**config.mk**
```make
export PLATFORM = sky130hd
export DESIGN_NAME = instr_fetch
export DESIGN_NICKNAME = d
export VERILOG_FILES = /design/src/rtl/instr_fetch.sv
export SDC_FILE = /design/constraint.sdc
export NUM_CORES = 1
export LEC_CHECK = 0
export CAP_MARGIN = 20
export CORE_ASPECT_RATIO = 0.75
export CORE_MARGIN = 8
export CORE_UTILIZATION = 38
export DETAILED_ROUTE_END_ITERATION = 6
export GPL_TIMING_DRIVEN = 0
export PLACE_DENSITY = 0.66
export SETUP_SLACK_MARGIN = 0.15
export SYNTH_ARGS = -nofsm -noshare
export SYNTH_HDL_FRONTEND = slang
export SYNTH_SLANG_ARGS = --single-unit
```
**constraint.sdc**
```tcl
create_clock -name clk -period 1.39 [get_ports clk]
set_input_delay 0.278 -clock clk [delete_from_list [all_inputs] [get_ports clk]]
set_output_delay 0.278 -clock clk [all_outputs]
set_load 0.02 [all_outputs]
```
**src/rtl/instr_fetch.sv**
```systemverilog
// -----------------------------------------------------------------------------
// instr_fetch: instruction-fetch front end for the multi-cycle MIPS core.
// Holds the architectural PC (word address, byte bits 31:2). On fetch_start it
// runs one request/acknowledge read to instruction memory and latches the
// returned word into the instruction register.
//
// Optional feature: define FETCH_TIMEOUT_EN to abort a fetch after
// TIMEOUT_CYCLES WAIT cycles without acknowledge (fetch_err pulses).
//
// Ports:
//   clk, rst_n    clock, asynchronous active-low reset
//   fetch_start   controller pulse, start a fetch from the current PC
//   pc_wr, npc    load PC from the next-PC word address
//   pc            current PC word address
//   imem_req      read request, held until acknowledge
//   imem_addr     word address of the request
//   imem_ack      memory acknowledge, imem_rdata valid in the same cycle
//   imem_rdata    instruction word
//   ir, ir_pc     instruction register and the address it came from
//   ir_valid      one-cycle pulse, ir updated
//   busy          fetch outstanding
//   fetch_err     one-cycle pulse, fetch aborted by timeout
// -----------------------------------------------------------------------------
module instr_fetch #(
    parameter logic [29:0] RESET_PC       = 30'h0000_0C00,
    parameter int unsigned TIMEOUT_CYCLES = 15
) (
    input  logic        clk,
    input  logic        rst_n,
    input  logic        fetch_start,
    input  logic        pc_wr,
    input  logic [29:0] npc,
    output logic [29:0] pc,
    output logic        imem_req,
    output logic [29:0] imem_addr,
    input  logic        imem_ack,
    input  logic [31:0] imem_rdata,
    output logic [31:0] ir,
    output logic [29:0] ir_pc,
    output logic        ir_valid,
    output logic        busy,
    output logic        fetch_err
);

    localparam int unsigned AW = 30;
    localparam int unsigned DW = 32;

    // Reject an out-of-range timeout at elaboration.
    if (TIMEOUT_CYCLES == 0 || TIMEOUT_CYCLES > 255) begin : g_bad_timeout
        $error("instr_fetch: TIMEOUT_CYCLES must be in 1..255");
    end

    typedef enum logic {
        S_IDLE = 1'b0,
        S_WAIT = 1'b1
    } state_e;

    state_e        state_q, state_d;
    logic [AW-1:0] pc_q, pc_d;
    logic [AW-1:0] addr_q, addr_d;
    logic [AW-1:0] ir_pc_q, ir_pc_d;
    logic [AW-1:0] pend_q, pend_d;
    logic          pend_vld_q, pend_vld_d;
    logic          req_q, req_d;
    logic          busy_q, busy_d;
    logic          ir_valid_q, ir_valid_d;
    logic [DW-1:0] ir_q, ir_d;
    logic          leave_wait;

`ifdef FETCH_TIMEOUT_EN
    localparam int unsigned CW = 8;
    localparam logic [CW-1:0] TIMEOUT_LAST = CW'(TIMEOUT_CYCLES - 1);

    logic [CW-1:0] cnt_q, cnt_d;
    logic          err_q, err_d;
`endif

    // Next-state and datapath update.
    always_comb begin
        state_d    = state_q;
        pc_d       = pc_q;
        addr_d     = addr_q;
        ir_pc_d    = ir_pc_q;
        pend_d     = pend_q;
        pend_vld_d = pend_vld_q;
        req_d      = req_q;
        busy_d     = busy_q;
        ir_valid_d = 1'b0;
        ir_d       = ir_q;
        leave_wait = 1'b0;
`ifdef FETCH_TIMEOUT_EN
        cnt_d      = cnt_q;
        err_d      = 1'b0;
`endif

        unique case (state_q)
            S_IDLE: begin
                if (pc_wr) begin
                    pc_d = npc;
                end
                if (fetch_start) begin
                    // A simultaneous pc_wr redirects this very fetch.
                    addr_d  = pc_wr ? npc : pc_q;
                    req_d   = 1'b1;
                    busy_d  = 1'b1;
                    state_d = S_WAIT;
`ifdef FETCH_TIMEOUT_EN
                    cnt_d   = '0;
`endif
                end
            end

            S_WAIT: begin
                // PC is frozen while the request is out; keep the newest npc.
                if (pc_wr) begin
                    pend_d     = npc;
                    pend_vld_d = 1'b1;
                end
                if (imem_ack) begin
                    ir_d       = imem_rdata;
                    ir_pc_d    = addr_q;
                    ir_valid_d = 1'b1;
                    leave_wait = 1'b1;
                end
`ifdef FETCH_TIMEOUT_EN
                else if (cnt_q == TIMEOUT_LAST) begin
                    err_d      = 1'b1;
                    leave_wait = 1'b1;
                end
                else begin
                    cnt_d = cnt_q + CW'(1);
                end
`endif
                if (leave_wait) begin
                    req_d      = 1'b0;
                    busy_d     = 1'b0;
                    state_d    = S_IDLE;
                    pend_vld_d = 1'b0;
                    if (pc_wr) begin
                        pc_d = npc;
                    end else if (pend_vld_q) begin
                        pc_d = pend_q;
                    end
                end
            end
        endcase
    end

    // State and output registers; reset drops any transaction immediately.
    always_ff @(posedge clk or negedge rst_n) begin
        if (!rst_n) begin
            state_q    <= S_IDLE;
            pc_q       <= RESET_PC;
            addr_q     <= RESET_PC;
            ir_pc_q    <= RESET_PC;
            pend_q     <= '0;
            pend_vld_q <= 1'b0;
            req_q      <= 1'b0;
            busy_q     <= 1'b0;
            ir_valid_q <= 1'b0;
            ir_q       <= '0;
        end else begin
            state_q    <= state_d;
            pc_q       <= pc_d;
            addr_q     <= addr_d;
            ir_pc_q    <= ir_pc_d;
            pend_q     <= pend_d;
            pend_vld_q <= pend_vld_d;
            req_q      <= req_d;
            busy_q     <= busy_d;
            ir_valid_q <= ir_valid_d;
            ir_q       <= ir_d;
        end
    end

`ifdef FETCH_TIMEOUT_EN
    // Timeout counter and error pulse.
    always_ff @(posedge clk or negedge rst_n) begin
        if (!rst_n) begin
            cnt_q <= '0;
            err_q <= 1'b0;
        end else begin
            cnt_q <= cnt_d;
            err_q <= err_d;
        end
    end

    assign fetch_err = err_q;
`else
    assign fetch_err = 1'b0;
`endif

    assign pc        = pc_q;
    assign imem_req  = req_q;
    assign imem_addr = addr_q;
    assign ir        = ir_q;
    assign ir_pc     = ir_pc_q;
    assign ir_valid  = ir_valid_q;
    assign busy      = busy_q;

endmodule
```
==> results.md <==
- The flow ran to the end, but the final reports show violations.
- The final reports fail on negative hold slack, negative setup slack.
- The TritonCTS clock tree is built.
- For this run, the detailed router's first-pass iteration total came to 5.
- Sequential elements use 60.4% of the synthesized area.
- The post-synth net total is 563.
- The total count of hold-check failures in the final report is 74.
- The finished layout cell area is 10600 um^2.
- The congestion estimate from routability-driven global placement came to 0.769.
- The first-pass GRT wire length is 31.4 mm.
- The final antenna-violating net count is 0.
- The max-cap violation count is 0.
- Data arrives at the worst endpoint at 1.71 ns.
- The post-route total power is 19.4 mW.
- In this run the core area contains 41 standard-cell rows.
- The number of clock sinks is 156.
- The clock-pin transition on the worst setup and hold timing paths is 0.06 ns.
- Counting cells, the worst reg-to-reg path comes to 5.
- CTS built an H-tree with a depth of 4.
- The utilization after layout is 63.4%.
- The worst hold path belongs to the class primary input to async pin.
- The signal on the critical path passes through buf_6 > and2b_4 > buf_8 > o32ai_1 > a221o_1.
- The cell area that synthesis handed to floorplanning was 6480 um^2.
- The area of the placeable core is 16800 um^2.
- Of all nets on the critical path, the largest fanout is 5.
- The synthesized design spends more area on one cell type than any other, namely sky130_fd_sc_hd__dfrtp_1.
- By area the synthesized netlist is led by sky130_fd_sc_hd__dfrtp_1 (58%), sky130_fd_sc_hd__mux2_2 (16%), sky130_fd_sc_hd__a221o_1 (4.5%), sky130_fd_sc_hd__nand2_1 (3.1%), sky130_fd_sc_hd__dfstp_2 (2.4%).
- After synthesis, the mean cell area works out to 13.1 um^2.
- The final critical path time including I/O delays and setup is 1.41 ns.
- No sink is reached through more buffers than the 2 on the longest clock path.
- The layout has 1258 filler cells.
- The instance count of the mapped netlist is 496.
- After synthesis, the largest area contributor takes up 57.9% of total cell area.
- The count of inserted antenna diode cells is 0.
- The pin count of the biggest net entering global routing is 83.
- Across the VDD grid, the largest voltage drop is 0.000900 V.
- The I/O pin total is 193.
- In the layout the commonest cells are sky130_fd_sc_hd__dfrtp_1 (147), sky130_fd_sc_hd__buf_6 (141), sky130_fd_sc_hd__buf_4 (91).
- The yosys synthesis warning count is 0.
- The final layout contains 868 nets.
- Leaving out fill and tap cells, the most frequent cell in the layout is sky130_fd_sc_hd__dfrtp_1.
- The number of global-route vias before repair was 5605.
- The number of design rule violations left after detail routing is 0.
- Synthesis inferred 156 register bits.
- The smallest setup slack after layout is -0.0224 ns.
- The final HPWL from detailed placement is 13.6 mm.
- The number of endpoints failing setup at the final stage is 14.
- Measured against its own limit, the worst slew margin works out to 51.7%.
- The TritonCTS buffer count is 17.
- Setup repair after global routing could not meet its margin everywhere.
- The root buffer cell is sky130_fd_sc_hd__clkbuf_16.
- For this run, asynchronously set or reset flops after synthesis account for 100%.
- The type of element launching the critical path is a register.
- The dominant synthesized flop cell is sky130_fd_sc_hd__dfrtp_1.
- The floorplan step set the die width to 167 um.
- The initial detailed-routing violation count is 366.
- From bottom edge to top edge, the die measures 129 um.
- During placement, the flow inserted port buffers numbering 190.
- The terminus of the critical flop-to-flop path is pc[13].
- The initial cell density of the core is 38.6%.
- Setup slack on the worst reg-to-reg path comes out at -0.02 ns.
- In the routed layout, each cell is associated on average with a via count of 5.10.
- The post-placement cell area is 8740 um^2.
- The portion of the clock cycle consumed by the worst path in the final layout is 102%.
- The insertion delay to the later sink of the worst-skew pair is 0.42 ns.
- Of the cells placed in the final design, the portion with a size suffix greater than 1 is 49.1%.
- The required time at the endpoint of the critical path is 1.69 ns.
- From synthesis to final layout, the design area changed by 64.1%.
- At the pin with the least slew margin, the transition time is 0.725 ns.
- In the final routed layout, each cell accounts on average for 20.2 um.
- The count of unique library cells instantiated by Yosys is 27.
- The final-report max-slew violation count is 0.
- The worst setup path is captured at a register.
- The setup clock skew after layout is 0.0104 ns.
- The global-route usage over all layers is 18.7%.
- The top achievable clock speed is 0.708 GHz.
- The number of antenna violations at the first check in global routing is 0.
- In this run, synthesis inferred 0 flip-flops with an integrated enable.
- For this design the ratio of total power to cell area is 1830 nW/um^2.
- The worst flop-to-flop path startpoint is state_q.
- The die covers 21500 um^2.
- Summed over all cells, the static leakage comes to 5.00 nW.
- The routed design has 20.8 mm of wire.
- The final worst hold slack is -0.102 ns.
- After global routing the overflow that remains totals 0.
- For this block, the via count after detailed routing is 5246.
- Among all stages on the critical path, the largest delay is contributed by sky130_fd_sc_hd__dfrtp_2.
- The longest individual stage delay on the worst path is 0.41 ns.
- The critical path in this run is classified as register to register.
-- registers in the layout, summed over array words and instances, names as in the netlist --
name        cells
pend_q         30
ir_pc          30
state_q         1
busy            1
ir_valid        1
imem_addr      30
pc             30
ir             32
pend_vld_q      1
-- worst max-delay path by stage --
stage | from | to | slack [ns] | depth (start not counted)
after global placement | rst_n | ir[27] | -6.10 | 1
after CTS | state_q | ir[6] | -0.03 | 4
after floorplan | state_q | pend_q[0] | 0.12 | 4
final | state_q | pc[13] | -0.02 | 5
after detailed placement | imem_ack | ir[26] | -0.65 | 5
after global routing | state_q | pc[18] | -0.07 | 5
-- critical path, delay by kind of cell, from the launching register on --
family / cells / cell delay [ns]
DFF: 1 / 0.41
AOI/OAI and AO/OA: 2 / 0.37
buffers and inverters: 2 / 0.28
and+or+nand+nor: 1 / 0.23
-- repair_timing --
item                                   in CTS  in global routing
endpoints found under the hold margin      74                 74
resized for setup                         779                 99
pin swaps                                   1                  1
setup endpoints to repair                 266                270
setup buffers                              63                 25
cloned                                      1                  6
-- through the flow --
step / TNS [ns] / std cells / setup WS [ns]
after global placement: -985.53 / 901 / -6.10
after floorplan: 0 / 496 / 0.122
after CTS: -0.899 / 998 / -0.0348
after global routing: -1.89 / 1029 / -0.0715
after detailed placement: -50.66 / 902 / -0.646
final: -0.129 / 1029 / -0.0224
-- power breakdown --
| part | switching, mW | internal [mW] |
|---|---|---|
| Combinational | 3.38 | 4.45 |
| Sequential | 0.936 | 5.86 |
| Clock | 1.82 | 2.98 |
| Total | 6.14 | 13.3 |
-- metal layers --
layer  vias up  GRT usage [%]  routed length (um)
li1       2407              -                   -
met1      2662           23.5                9440
met2       165           29.8                9810
met3        12           7.38                1440
met4         0           4.54                 136
met5         -              0                   0
-- kinds of logic (layout without fill, tap and decap cells) --
family / Yosys count / after routing / share of synthesized area (%)
AO/OA/AOI/OAI: 110 / 110 / 13.0
AND/OR/NAND/NOR: 71 / 71 / 4.89
multiplexers: 102 / 102 / 17.5
flip-flops: 156 / 156 / 60.4
buffers and inverters: 56 / 374 / 4.17
other: 1 / 1 / 0.0579
-- synthesized netlist by cell type, types with 9 or more instances --
cell type,n
sky130_fd_sc_hd__buf_2,18
sky130_fd_sc_hd__nand2_1,53
sky130_fd_sc_hd__mux2_2,92
sky130_fd_sc_hd__o21ai_0,29
sky130_fd_sc_hd__dfrtp_1,150
sky130_fd_sc_hd__inv_1,16
sky130_fd_sc_hd__o21a_1,15
sky130_fd_sc_hd__mux2i_1,10
sky130_fd_sc_hd__o32ai_1,15
sky130_fd_sc_hd__a32o_1,9
sky130_fd_sc_hd__clkbuf_1,12
sky130_fd_sc_hd__a221o_1,29
-- layout make-up --
class	instances	area [um^2]	area share [%]
clock inverter	9	135	1.27
inverter	17	68.8	0.647
clock buffer	23	478	4.50
sequential	156	3920	36.8
buffer	39	413	3.88
timing repair buffer	286	2890	27.2
tap	215	269	2.53
multi-input combinational	284	2460	23.1
Power figures use the tool's default switching activity.
